## config.mk

```make
export PLATFORM = sky130hd
export DESIGN_NAME = stw_bist_sequencer_flat
export DESIGN_NICKNAME = d
export VERILOG_FILES = /design/src/rtl/stw_bist_sequencer_if.sv /design/src/rtl/stw_bist_sequencer.sv /design/src/flat_wrapper.sv
export SDC_FILE = /design/constraint.sdc
export NUM_CORES = 1
export LEC_CHECK = 0
export ABC_AREA = 1
export BUFFER_PORTS_ARGS = -buffer_cell sky130_fd_sc_hd__buf_2
export CORE_ASPECT_RATIO = 1.4
export CORE_MARGIN = 4
export CORE_UTILIZATION = 54
export CTS_BUF_LIST = sky130_fd_sc_hd__clkbuf_8
export DETAILED_ROUTE_END_ITERATION = 8
export PLACE_DENSITY = 0.92
export RECOVER_POWER = 100
export SLEW_MARGIN = 10
export SYNTH_ARGS = -nofsm -noshare
export SYNTH_HDL_FRONTEND = slang
export SYNTH_SLANG_ARGS = --single-unit
export TNS_END_PERCENT = 10
```

## constraint.sdc

```tcl
create_clock -name clk -period 5.73 [get_ports clk]
set_input_delay 1.4325 -clock clk [delete_from_list [all_inputs] [get_ports clk]]
set_output_delay 1.4325 -clock clk [all_outputs]
set_load 0.02 [all_outputs]
```

## src/rtl/stw_bist_sequencer_if.sv

```systemverilog
// Stop-the-world self-test port between the BIST sequencer and the systolic array.
// The sequencer drives vectors and triggers; the array returns completion and per-PE results.
interface stw_bist_sequencer_if #(
  parameter int ROWS      = 3,
  parameter int COLS      = 3,
  parameter int WORD_SIZE = 16
);
  logic                   STW_test_load_en;
  logic [WORD_SIZE-1:0]   STW_mult_op1;
  logic [WORD_SIZE-1:0]   STW_mult_op2;
  logic [WORD_SIZE-1:0]   STW_add_op;
  logic [WORD_SIZE-1:0]   STW_expected;
  logic                   STW_start;
  logic                   STW_complete;
  logic [ROWS*COLS-1:0]   STW_result_mat;

  modport master (
    output STW_test_load_en, STW_mult_op1, STW_mult_op2, STW_add_op, STW_expected, STW_start,
    input  STW_complete, STW_result_mat
  );

  modport slave (
    input  STW_test_load_en, STW_mult_op1, STW_mult_op2, STW_add_op, STW_expected, STW_start,
    output STW_complete, STW_result_mat
  );
endinterface

```

## src/rtl/stw_bist_sequencer.sv

```systemverilog
// BIST sequencer for the systolic array STW port: freezes matmul traffic, applies a fixed
// vector table, ANDs per-PE results into a health map and reports the fault count.
//
// state | meaning
// IDLE  | results held; waits for bist_start
// LOAD  | vector presented with STW_test_load_en
// START | one-cycle STW_start trigger, operands held
// WAIT  | waits for STW_complete (ignored in first WAIT cycle) or timeout
// DONE  | one-cycle bist_done; fault_count/any_fault valid from here
module stw_bist_sequencer #(
  parameter int ROWS        = 3,
  parameter int COLS        = 3,
  parameter int WORD_SIZE   = 16,
  parameter int NUM_VECTORS = 4,
  parameter int TIMEOUT     = 32
) (
  input  logic                              clk,
  input  logic                              rst,
  input  logic                              bist_start,
  output logic                              bist_busy,
  output logic                              hold_array,
  output logic                              bist_done,
  stw_bist_sequencer_if.master              stw,
  output logic [ROWS*COLS-1:0]              fault_map,
  output logic [$clog2(ROWS*COLS+1)-1:0]    fault_count,
  output logic                              any_fault,
  output logic                              timeout_err
);

  localparam int N  = ROWS * COLS;
  localparam int CW = $clog2(N + 1);
  localparam int TW = $clog2(TIMEOUT + 1);
  localparam logic [TW-1:0] WAIT_FIRST = TW'(TIMEOUT - 1);
  localparam logic [1:0]    LAST_VEC   = 2'(NUM_VECTORS - 1);

  typedef enum logic [2:0] {S_IDLE, S_LOAD, S_START, S_WAIT, S_DONE} state_t;

  typedef struct packed {
    logic [WORD_SIZE-1:0] op1;
    logic [WORD_SIZE-1:0] op2;
    logic [WORD_SIZE-1:0] add;
    logic [WORD_SIZE-1:0] exp;
  } vec_t;

  state_t          state, state_n;
  logic [1:0]      vec_idx, vec_idx_n;
  logic [TW-1:0]   wait_cnt, wait_cnt_n;
  logic [N-1:0]    map_n;
  logic [CW-1:0]   count_n;
  logic            any_n;
  logic            tout_n;
  logic            accept;

  function automatic vec_t vec_lookup(input logic [1:0] idx);
    logic [WORD_SIZE-1:0] pat_a;
    vec_t v;
    for (int i = 0; i < WORD_SIZE; i++) pat_a[i] = (i % 2 == 0);
    v = '0;
    case (idx)
      2'd0: begin
        v.op1 = WORD_SIZE'(4);
        v.op2 = WORD_SIZE'(3);
        v.add = '0;
        v.exp = WORD_SIZE'(12);
      end
      2'd1: begin
        v.op1 = WORD_SIZE'(1);
        v.op2 = '1;
        v.add = WORD_SIZE'(1);
        v.exp = '0;
      end
      2'd2: begin
        v.op1 = pat_a;
        v.op2 = WORD_SIZE'(1);
        v.add = '0;
        v.exp = pat_a;
      end
      default: begin
        v.op1 = ~pat_a;
        v.op2 = WORD_SIZE'(1);
        v.add = pat_a;
        v.exp = '1;
      end
    endcase
    return v;
  endfunction

  function automatic logic [CW-1:0] count_zeros(input logic [N-1:0] m);
    logic [CW-1:0] c;
    c = '0;
    for (int i = 0; i < N; i++) if (!m[i]) c = c + CW'(1);
    return c;
  endfunction

  // The first WAIT cycle (counter still at its load value) never accepts, masking a
  // complete level left over from the previous vector.
  assign accept = stw.STW_complete && (wait_cnt != WAIT_FIRST);

  always_ff @(posedge clk or negedge rst) begin
    if (!rst) begin
      state    <= S_IDLE;
      vec_idx  <= '0;
      wait_cnt <= '0;
    end else begin
      state    <= state_n;
      vec_idx  <= vec_idx_n;
      wait_cnt <= wait_cnt_n;
    end
  end

  always_comb begin
    state_n    = state;
    vec_idx_n  = vec_idx;
    wait_cnt_n = wait_cnt;
    map_n      = fault_map;
    tout_n     = timeout_err;
    count_n    = fault_count;
    any_n      = any_fault;
    case (state)
      S_IDLE: begin
        if (bist_start) begin
          state_n   = S_LOAD;
          vec_idx_n = '0;
          map_n     = '1;
          tout_n    = 1'b0;
          count_n   = '0;
          any_n     = 1'b0;
        end
      end
      S_LOAD:  state_n = S_START;
      S_START: begin
        state_n    = S_WAIT;
        wait_cnt_n = WAIT_FIRST;
      end
      S_WAIT: begin
        if (accept) begin
          map_n = fault_map & stw.STW_result_mat;
          if (vec_idx == LAST_VEC) begin
            state_n = S_DONE;
          end else begin
            vec_idx_n = vec_idx + 2'd1;
            state_n   = S_LOAD;
          end
        end else if (wait_cnt == '0) begin
          state_n = S_DONE;
          tout_n  = 1'b1;
          map_n   = '0;
        end else begin
          wait_cnt_n = wait_cnt - TW'(1);
        end
        if (state_n == S_DONE) begin
          count_n = count_zeros(map_n);
          any_n   = (count_n != '0) || tout_n;
        end
      end
      S_DONE:  state_n = S_IDLE;
      default: state_n = S_IDLE;
    endcase
  end

  // Outputs are registered from the next-state decode so they line up with the state.
  always_ff @(posedge clk or negedge rst) begin
    if (!rst) begin
      bist_busy            <= 1'b0;
      hold_array           <= 1'b0;
      bist_done            <= 1'b0;
      stw.STW_test_load_en <= 1'b0;
      stw.STW_start        <= 1'b0;
      stw.STW_mult_op1     <= '0;
      stw.STW_mult_op2     <= '0;
      stw.STW_add_op       <= '0;
      stw.STW_expected     <= '0;
      fault_map            <= '1;
      fault_count          <= '0;
      any_fault            <= 1'b0;
      timeout_err          <= 1'b0;
    end else begin
      bist_busy            <= (state_n == S_LOAD) || (state_n == S_START) || (state_n == S_WAIT);
      hold_array           <= (state_n == S_LOAD) || (state_n == S_START) || (state_n == S_WAIT);
      bist_done            <= (state_n == S_DONE);
      stw.STW_test_load_en <= (state_n == S_LOAD);
      stw.STW_start        <= (state_n == S_START);
      if (state_n == S_LOAD) begin
        stw.STW_mult_op1 <= vec_lookup(vec_idx_n).op1;
        stw.STW_mult_op2 <= vec_lookup(vec_idx_n).op2;
        stw.STW_add_op   <= vec_lookup(vec_idx_n).add;
        stw.STW_expected <= vec_lookup(vec_idx_n).exp;
      end
      fault_map   <= map_n;
      fault_count <= count_n;
      any_fault   <= any_n;
      timeout_err <= tout_n;
    end
  end

endmodule
```

## src/flat_wrapper.sv

```systemverilog
// flat-port wrapper written by rule: the top's interface ports become plain ports
module stw_bist_sequencer_flat 
#(
  parameter int ROWS        = 3,
  parameter int COLS        = 3,
  parameter int WORD_SIZE   = 16,
  parameter int NUM_VECTORS = 4,
  parameter int TIMEOUT     = 32
)
  (clk, rst, bist_start, bist_busy, hold_array, bist_done, fault_map, fault_count, any_fault, timeout_err, stw_STW_test_load_en, stw_STW_mult_op1, stw_STW_mult_op2, stw_STW_add_op, stw_STW_expected, stw_STW_start, stw_STW_complete, stw_STW_result_mat);
  stw_bist_sequencer_if #(.ROWS(ROWS), .COLS(COLS), .WORD_SIZE(WORD_SIZE)) stw_i ();
  input  logic clk;
  input  logic rst;
  input  logic bist_start;
  output logic bist_busy;
  output logic hold_array;
  output logic bist_done;
  output logic [ROWS*COLS-1:0] fault_map;
  output logic [$clog2(ROWS*COLS+1)-1:0] fault_count;
  output logic any_fault;
  output logic timeout_err;
  output wire logic [$bits(stw_i.STW_test_load_en)-1:0] stw_STW_test_load_en;
  output wire logic [$bits(stw_i.STW_mult_op1)-1:0] stw_STW_mult_op1;
  output wire logic [$bits(stw_i.STW_mult_op2)-1:0] stw_STW_mult_op2;
  output wire logic [$bits(stw_i.STW_add_op)-1:0] stw_STW_add_op;
  output wire logic [$bits(stw_i.STW_expected)-1:0] stw_STW_expected;
  output wire logic [$bits(stw_i.STW_start)-1:0] stw_STW_start;
  input wire logic [$bits(stw_i.STW_complete)-1:0] stw_STW_complete;
  input wire logic [$bits(stw_i.STW_result_mat)-1:0] stw_STW_result_mat;
  assign stw_STW_test_load_en = stw_i.STW_test_load_en;
  assign stw_STW_mult_op1 = stw_i.STW_mult_op1;
  assign stw_STW_mult_op2 = stw_i.STW_mult_op2;
  assign stw_STW_add_op = stw_i.STW_add_op;
  assign stw_STW_expected = stw_i.STW_expected;
  assign stw_STW_start = stw_i.STW_start;
  assign stw_i.STW_complete = stw_STW_complete;
  assign stw_i.STW_result_mat = stw_STW_result_mat;
  stw_bist_sequencer #(.ROWS(ROWS), .COLS(COLS), .WORD_SIZE(WORD_SIZE), .NUM_VECTORS(NUM_VECTORS), .TIMEOUT(TIMEOUT)) u_core (.clk(clk), .rst(rst), .bist_start(bist_start), .bist_busy(bist_busy), .hold_array(hold_array), .bist_done(bist_done), .stw(stw_i), .fault_map(fault_map), .fault_count(fault_count), .any_fault(any_fault), .timeout_err(timeout_err));
endmodule
```

==> impl_metrics.ini <==
[floorplanning]
die_x_um = 73.3
die_h_um = 99.5
start_util = 0.554
core_area_um2 = 5820
rows = 33
ioPinCount = 97
die_area_um2 = 7300

[cts]
root_buffer = clkbuf_8
cts-buffers-inserted = 5
clkTransAtPathRegs_ps = 80
cts_tree = done
ctsHoldBuffers = 0
clock_latency_ps = 300
clock_path_buffers = 2
cts_max_level = 2
clock_sinks = 41

[drt]
wl_mm = 7.25
drtIter0Drc = 146
ant_nets = 0
wl_per_cell_um = 12.8
avgViaCountPerCell = 5.24
vias = 2960
dr.pass1.iters = 4
drc = 0

[logic_synthesis]
synth_top_area_share = 0.248
synthDistinctLibCells = 33
synthTopCellsByArea = dfrtp_1 25%, nand2_1 14%, buf_4 13%
syn_avg_cell_area_um2 = 7.27
synthFlopType = dfrtp_1
mappedNetlistArea_um2 = 3230
ys_top_cells_by_count = 118 x nand2_1, 57 x inv_1, 54 x buf_4
ys_seq_area_frac = 0.321
synth_edf_count = 0
yosys.cell_count.top_type = nand2_1
syn_inst = 444
synth.largest_area_cell = dfrtp_1
ys_ff_latch = 41
async_flop_share = 1.00
ys_warn_count = 0

[global_routing]
grt_max_degree = 42
grt_antenna_before_repair = 0
grt_pass1_vias = 2844
grt_pass1_wl_mm = 12.1
grt_overflow = 0
grtUsageTotal = 0.203

[timing]
hold_viol_final = 0
max_slew.worst_pin.slew_ps = 2220
timing.fmax_ghz = 0.186
setup_viol = 0
finalCritPeriodShare = 0.938
clock_skew_ps = 10.3
min_period_ps = 5370
slew_viol_final = 42
slew_headroom = -0.480

[flow_run]
cap_violations = 1

[critical_path]
critPathSlowestCell = ha_1
r2r_end = u_core.any_fault
max_stage_delay_ps = 300
cp-start-kind = input pin
crit_path_end_kind = flop
crit_required_ps = 5920
cp_max_fo = 7
r2r_cells = 33
r2r_slack_ps = 970
r2r-start = u_core.wait_cnt[1]
crit_arrival_ps = 5560
critPathKind = input pin to flop
crit_top_cell = nand2_1

[run_status]
status = complete, but fails checks
failed_checks = capacitance limit, slew limit

[cells_and_area]
syn2layout_area_growth_pct = 10.5
layout-drive-gt1-share = 0.307
fill_cells = 507
nets = 523
diodes = 0
fin_util = 0.613

[place]
gp_congestion = 0.944
portBuffers = 88
dp_hpwl_mm = 5.56

[hold_path]
hold_start = u_core.stw.STW_mult_op2[0]
hold_end = u_core.stw.STW_mult_op2[0]
hp-class = flop to flop
min_delay_path_depth = 1
-- routing by layer --
layer  vias to the layer above  GRT usage  part of all wire  wire (um)
li1                       1443          -                 -          -
met1                      1343      0.217              0.38       2740
met2                       155      0.388              0.52       3750
met3                        19     0.0344             0.085        619
met4                         0     0.0725             0.019        137
met5                         -          0                 0          0
-- stage by stage --
step / hold slack [ps] / instance area (um2) / setup TNS, ps / instances / setup WS [ps]
global route: 495 / 3570 / -22.5 / 565 / -22.5
CTS: 474 / 3510 / 0 / 562 / 289
global placement: 448 / 3380 / 0 / 554 / 143
detailed placement: 453 / 3380 / -25.3 / 554 / -25.3
finish: 466 / 3570 / 0 / 565 / 358
floorplan: 477 / 3250 / 0 / 451 / 337
-- cell families (layout without fill, tap and decap cells) --
group           count (synthesis)  in the layout  synth area share
buf+inv                       119            163             0.202
fa+ha+maj                      16             16            0.0620
flops                          41             41             0.321
compound gates                 40             40            0.0775
xor+xnor                        1              1           0.00504
simple gates                  226            226             0.331
other cells                     1              8           0.00116
-- registers in the layout (all words and copies together), names as in the netlist --
register,count
u_core.any_fault,1
u_core.bist_done,1
u_core.fault_count,4
u_core.fault_map,9
u_core.hold_array,1
u_core.state,3
u_core.stw.STW_add_op,1
u_core.stw.STW_expected,4
u_core.stw.STW_mult_op1,3
u_core.stw.STW_mult_op2,3
u_core.stw.STW_start,1
u_core.stw.STW_test_load_en,1
u_core.timeout_err,1
u_core.vec_idx,2
u_core.wait_cnt,6
-- area by class of cell --
cell class / instances / area, um2 / share of cell area
clock buffer: 5 / 68.8 / 0.0193
clock inverter: 3 / 65.1 / 0.0182
tap: 70 / 87.6 / 0.0246
timing repair buffer: 93 / 477 / 0.134
inverter: 62 / 233 / 0.0653
sequential: 41 / 1040 / 0.291
multi-input combinational: 291 / 1600 / 0.448
-- worst max path at each step --
stage                     depth (start not counted)             start               end  slack, ps
after floorplan                                  32  stw_STW_complete  u_core.any_fault        340
after global placement                           32  stw_STW_complete  u_core.any_fault        140
after detailed placement                         32  stw_STW_complete  u_core.any_fault        -30
after CTS                                        32  stw_STW_complete  u_core.any_fault        290
after global routing                             36  stw_STW_complete  u_core.any_fault        -20
final                                            36  stw_STW_complete  u_core.any_fault        360
-- placed cells by master, fill, tap and decap left out, types with 8 or more instances in the layout --
cell / netlist / routed
buf_2: 2 / 87
conb_1: 1 / 8
dfrtp_1: 32 / 32
dfstp_2: 9 / 9
ha_1: 16 / 15
inv_1: 57 / 57
nand2_1: 118 / 115
nand2_2: 7 / 10
nand3_1: 42 / 41
nand3_2: 12 / 12
nor2_1: 30 / 30
o21ai_0: 20 / 19
-- critical path, delay by kind of cell --
family,cells,cell delay (ps)
AND/OR/NAND/NOR,21,1930
adder cells (fa/ha/maj),4,1020
AO/OA/AOI/OAI,4,600
buffers and inverters,7,580
-- what timing repair did --
| item | in CTS | in global routing |
|---|---|---|
| resized for setup | 0 | 7 |
| setup buffers | 0 | 3 |
| endpoints found under the setup margin | 0 | 1 |
Power is left out: the tool's default activity adds up to more than one toggle a clock period on the data nets, which glitch-free logic cannot reach.
